<file path="src/rtl/seq_chunk_adder.sv">
// Multi-cycle adder/subtractor/accumulator: resolves one CHUNK-bit slice per cycle,
// carrying between slices in a register, and commits the full result to Sout.
module seq_chunk_adder #(
  parameter int WIDTH = 32,
  parameter int CHUNK = 8
) (
  input  logic             clk,
  input  logic             rst_n,
  input  logic             start,
  input  logic             sub,
  input  logic             acc,
  input  logic             clr,
  input  logic [WIDTH-1:0] Ain,
  input  logic [WIDTH-1:0] Bin,
  input  logic             Ci,
  output logic             busy,
  output logic             done,
  output logic [WIDTH-1:0] Sout,
  output logic             Co,
  output logic             Ov,
  output logic             dbg_state
);

  localparam int N  = WIDTH / CHUNK;
  localparam int KW = (N > 1) ? $clog2(N) : 1;

  // Handshake: start is accepted only in IDLE (busy=0); busy then stays high for
  // exactly N cycles; done pulses one cycle as the result lands in Sout/Co/Ov.
  // A start seen during busy is dropped, never queued.
  typedef enum logic {IDLE = 1'b0, RUN = 1'b1} state_t;

  state_t           state, state_nxt;
  logic [KW-1:0]    k;
  logic [WIDTH-1:0] opa, opb, res, res_nxt;
  logic             carry;
  logic             last;

  logic [CHUNK-1:0] a_sl, b_sl, s_sl;
  logic             c_sl, c_msb;

  assign last = (k == KW'(N - 1));
  assign a_sl = opa[k*CHUNK +: CHUNK];
  assign b_sl = opb[k*CHUNK +: CHUNK];
  assign {c_sl, s_sl} = {1'b0, a_sl} + {1'b0, b_sl} + {{CHUNK{1'b0}}, carry};
  // Carry into the top bit of the slice; only meaningful for Ov on the last chunk.
  assign c_msb = a_sl[CHUNK-1] ^ b_sl[CHUNK-1] ^ s_sl[CHUNK-1];

  always_comb begin
    res_nxt = res;
    res_nxt[k*CHUNK +: CHUNK] = s_sl;
  end

  // State register
  always_ff @(posedge clk or negedge rst_n) begin
    if (!rst_n) state <= IDLE;
    else        state <= state_nxt;
  end

  // Next-state logic
  always_comb begin
    state_nxt = state;
    case (state)
      IDLE:    if (start) state_nxt = RUN;
      RUN:     if (last)  state_nxt = IDLE;
      default: state_nxt = IDLE;
    endcase
  end

  // Output logic
  always_comb begin
    busy      = (state == RUN);
    dbg_state = state;
  end

  // Datapath: operand latch, per-chunk accumulation, commit and clear
  always_ff @(posedge clk or negedge rst_n) begin
    if (!rst_n) begin
      k     <= '0;
      opa   <= '0;
      opb   <= '0;
      res   <= '0;
      carry <= 1'b0;
      Sout  <= '0;
      Co    <= 1'b0;
      Ov    <= 1'b0;
      done  <= 1'b0;
    end else begin
      done <= 1'b0;
      if (state == IDLE) begin
        if (start) begin
          opa   <= acc ? Sout : Ain;
          opb   <= sub ? ~Bin : Bin;
          carry <= sub | Ci;
          k     <= '0;
        end else if (clr) begin
          Sout <= '0;
          Co   <= 1'b0;
          Ov   <= 1'b0;
        end
      end else begin
        res   <= res_nxt;
        carry <= c_sl;
        k     <= k + KW'(1);
        if (last) begin
          Sout <= res_nxt;
          Co   <= c_sl;
          Ov   <= c_msb ^ c_sl;
          done <= 1'b1;
          k    <= '0;
        end
      end
    end
  end

endmodule

</file>
<file path="config.mk">
export PLATFORM = sky130hd
export DESIGN_NAME = seq_chunk_adder
export DESIGN_NICKNAME = d
export VERILOG_FILES = /design/src/rtl/seq_chunk_adder.sv
export SDC_FILE = /design/constraint.sdc
export NUM_CORES = 1
export LEC_CHECK = 0
export BUFFER_PORTS_ARGS = -buffer_cell sky130_fd_sc_hd__buf_2
export CAP_MARGIN = 20
export CORE_MARGIN = 5
export CORE_UTILIZATION = 50
export CTS_CLUSTER_SIZE = 24
export DETAILED_ROUTE_END_ITERATION = 8
export HOLD_SLACK_MARGIN = 0.12
export PLACE_DENSITY = 0.72
export SYNTH_ARGS = -nofsm -noshare
export SYNTH_HDL_FRONTEND = slang
export SYNTH_SLANG_ARGS = --single-unit
</file>
<file path="constraint.sdc">
create_clock -name clk -period 7.6 [get_ports clk]
set_input_delay 1.14 -clock clk [delete_from_list [all_inputs] [get_ports clk]]
set_output_delay 1.14 -clock clk [all_outputs]
set_load 0.01 [all_outputs]
</file>
==> metrics.txt <==
final setup TNS=0 ns; Leakage=approximately 3.7 nW; WS Path Type=flip-flop to flip-flop; status=finished, final reports clean; gr usage total=22.69%; Initial Util=50.97%; worst hold path type=flip-flop to flip-flop; sequence of cells on the critical path=mux4_2 > fa_1 > inv_1 > fa_1 > nor2b_1 > o31a_1 > or3_4 > and2_4 > a32o_1; WP data arrival=between 3 and 4 ns; r2r worst-path depth=9; largest net degree at the start of global routing=130; Setup Skew=between 0.007 and 0.008 ns; H-tree levels=4; simple-gate share of the synthesized area=10.46%; DRT Pass-1 Iters=5; Finished Layout Cells=between 900 and 1k; most common cell after layout, fill and taps aside=dfrtp_1; Syn Area/Cell=about 10 um2; post-synthesis adder-cell area fraction=under 10%; HPWL after DPL=12230 um; via count=between 5k and 6k; Synth warnings=0; most used cell, CP=fa_1; worst path buffer plus inverter count=1; Levels on crit path=9; Slew Viols, Final=0; post-synthesis compound-gate area fraction=between 10% and 20%; core area=~13000 um2; cts repair resizes=0; Synth cell types=50; I/O pin count=about 110; maxcap violations=0; synthesis-to-layout area growth=18.80%; Post-Synthesis Cells=about 650; Crit path max-delay family=flip-flops; actual slew at the worst max-slew pin=1.116 ns; clock-pin slew of the registers on the worst-case setup and hold paths=0.06 ns; main combinational cell family by area after synthesis=compound AO/OA/AOI/OAI gates; Worst path max stage delay=slightly above 0.8 ns; Die Y=between 100 and 150 um; Synth async-reset ratio=100.0%; first-pass GRT wire length=between 20000 and 30000 um; row count=42; CP Launch Type=flip-flop; nets@finish=just over 800; initial antenna violation count=0; Vias/cell=between 5 and 6; GPL Wtd Cong=about 0.88; CTS Sinks=135; critical path fanouts, max=12; share of cells above drive strength 1=around 23%; die width=between 100 and 150 um; Final Cycle Share=a little under half; Mapped Area=about 6700 um2; hold buffers post-CTS=0; antenna-violating nets left=0; most frequent cells in the layout=dfrtp_1, nand2_1, o21ai_0; Routed wire per std cell=about 19 um; grt ovf=0; FMAX=287.2 MHz; DRC=0; number of synthesized flops with an enable pin=0; CTS tree=yes; Diodes inserted=0; Clock Path Buffers=2; met3 Use GR=under 10%; hold depth=2; syn_nets=732; cts bufs inserted=17; buffers added on ports=approximately 110; number of global-route vias before repair=about 5.5k; GR peak layer=met2; drt total wl=around 17000 um; CP max stage cell=dfrtp_1; Hold Violations, Final=0; Seq cells post-synth=about 140; grt met2 use=36.24%; PD cells=between 400 and 500 nW/um2; mux cell area share after synthesis=between 10% and 20%; setup bufs post-CTS=0; root buf cell=clkbuf_16; Worst VDD drop=0.0002181 V; critical path capture point type=flip-flop; sequential-to-total area share from yosys stat=50.25%; RSZ-0062 raised after global routing=no; relative slew slack=between 20% and 30%; Synth Area in XOR/XNOR=5.062%; Clock Latency Late Sink=around 0.42 ns; Tmin final=about 3.5 ns; Placed Instances=between 800 and 900; die area=between 15000 and 20000 um2; Req. time, crit path=7.91 ns; initial DRC count=481; M1 GR Usage=between 20% and 30%; Fillers=about 1.1k; Final setup viols=0; Synth Flop Type=dfrtp_1
==> cells in the mapped netlist, drive strengths merged (8+ instances only) <==
| cell type | n | area [um2] |
|---|---|---|
| a21oi | 15 | 75.07 |
| mux2i | 32 | 320.3 |
| nand2 | 113 | 424.2 |
| xnor2 | 34 | 305.3 |
| o21ai | 112 | 560.5 |
| buf | 18 | 107.6 |
| a32o | 11 | 110.1 |
| clkbuf | 27 | 101.4 |
| a31oi | 16 | 100.1 |
| nor2 | 18 | 67.56 |
| dfrtp | 135 | 3378 |
| nand3 | 10 | 50.05 |
| inv | 19 | 71.32 |
| ha | 13 | 162.7 |
| o22ai | 8 | 50.05 |
| mux4 | 16 | 360.4 |
==> worst paths after layout <==
kind | startpoint | to | slack, ns
min reg2reg | opb[2] | opb[2] | 0.48
max in group asynchronous | rst_n | res[17] | 5.38
min in group asynchronous | rst_n | opb[4] | 0.79
max reg2reg | k[0] | res[30] | 4.12
min | opb[2] | opb[2] | 0.48
max | k[0] | res[30] | 4.12
==> tightest hold or removal path: stages, from the launching register on <==
cell and delay, ns:
dfrtp_1 0.34, nand2_1 0.05, o21ai_0 0.06
==> where the power goes <==
group	internal [mW]	switching [mW]	total, mW
Combinational	0.691	1.04	1.73
Sequential	1.03	0.256	1.29
Clock	0.615	0.294	0.910
Total	2.34	1.59	3.93
==> state kept, by name (all words and copies together), names as in the netlist <==
| name | count |
|---|---|
| opb | 32 |
| Co | 1 |
| opa | 32 |
| done | 1 |
| Ov | 1 |
| busy | 1 |
| res | 32 |
| Sout | 32 |
| carry | 1 |
| k | 2 |
==> routing by layer <==
layer	vias up	wire, um
met1	2579	7389
met4	0	503
met2	212	8380
li1	2449	-
met3	37	1188
met5	-	0
==> final cells by class <==
cell class / count / area, um2 / area share, %
flip-flops and latches: 135 / 3378 / 42.30
clock buffers: 24 / 491.7 / 6.157
well taps: 176 / 220.2 / 2.757
inverters: 19 / 71.32 / 0.8930
multi-input cells: 447 / 3072 / 38.46
repair buffers: 111 / 588.1 / 7.363
clock inverters: 7 / 165.2 / 2.068
==> cells by family (layout without fill, tap and decap cells) <==
family	Yosys count	after routing
compound gates	185	185
simple gates	161	161
flops	135	135
buf+inv	64	161
mux	48	48
xor+xnor	38	38
fa+ha+maj	15	15
==> metrics by stage <==
stage	util, %	hold slack (ns)	instance area [um2]	worst slack [ns]	power [mW]
final	60.55	0.4763	7986	4.118	3.929
after global routing	60.55	0.5059	7986	3.847	4.177
after CTS	60.34	0.4813	7959	4.066	3.928
after detailed placement	55.36	0.4680	7302	4.070	2.997
after global placement	55.36	0.4637	7302	4.183	2.927
after floorplan	-	0.4446	6723	4.398	2.477
Note: power is estimated with default switching activity, not from simulation.
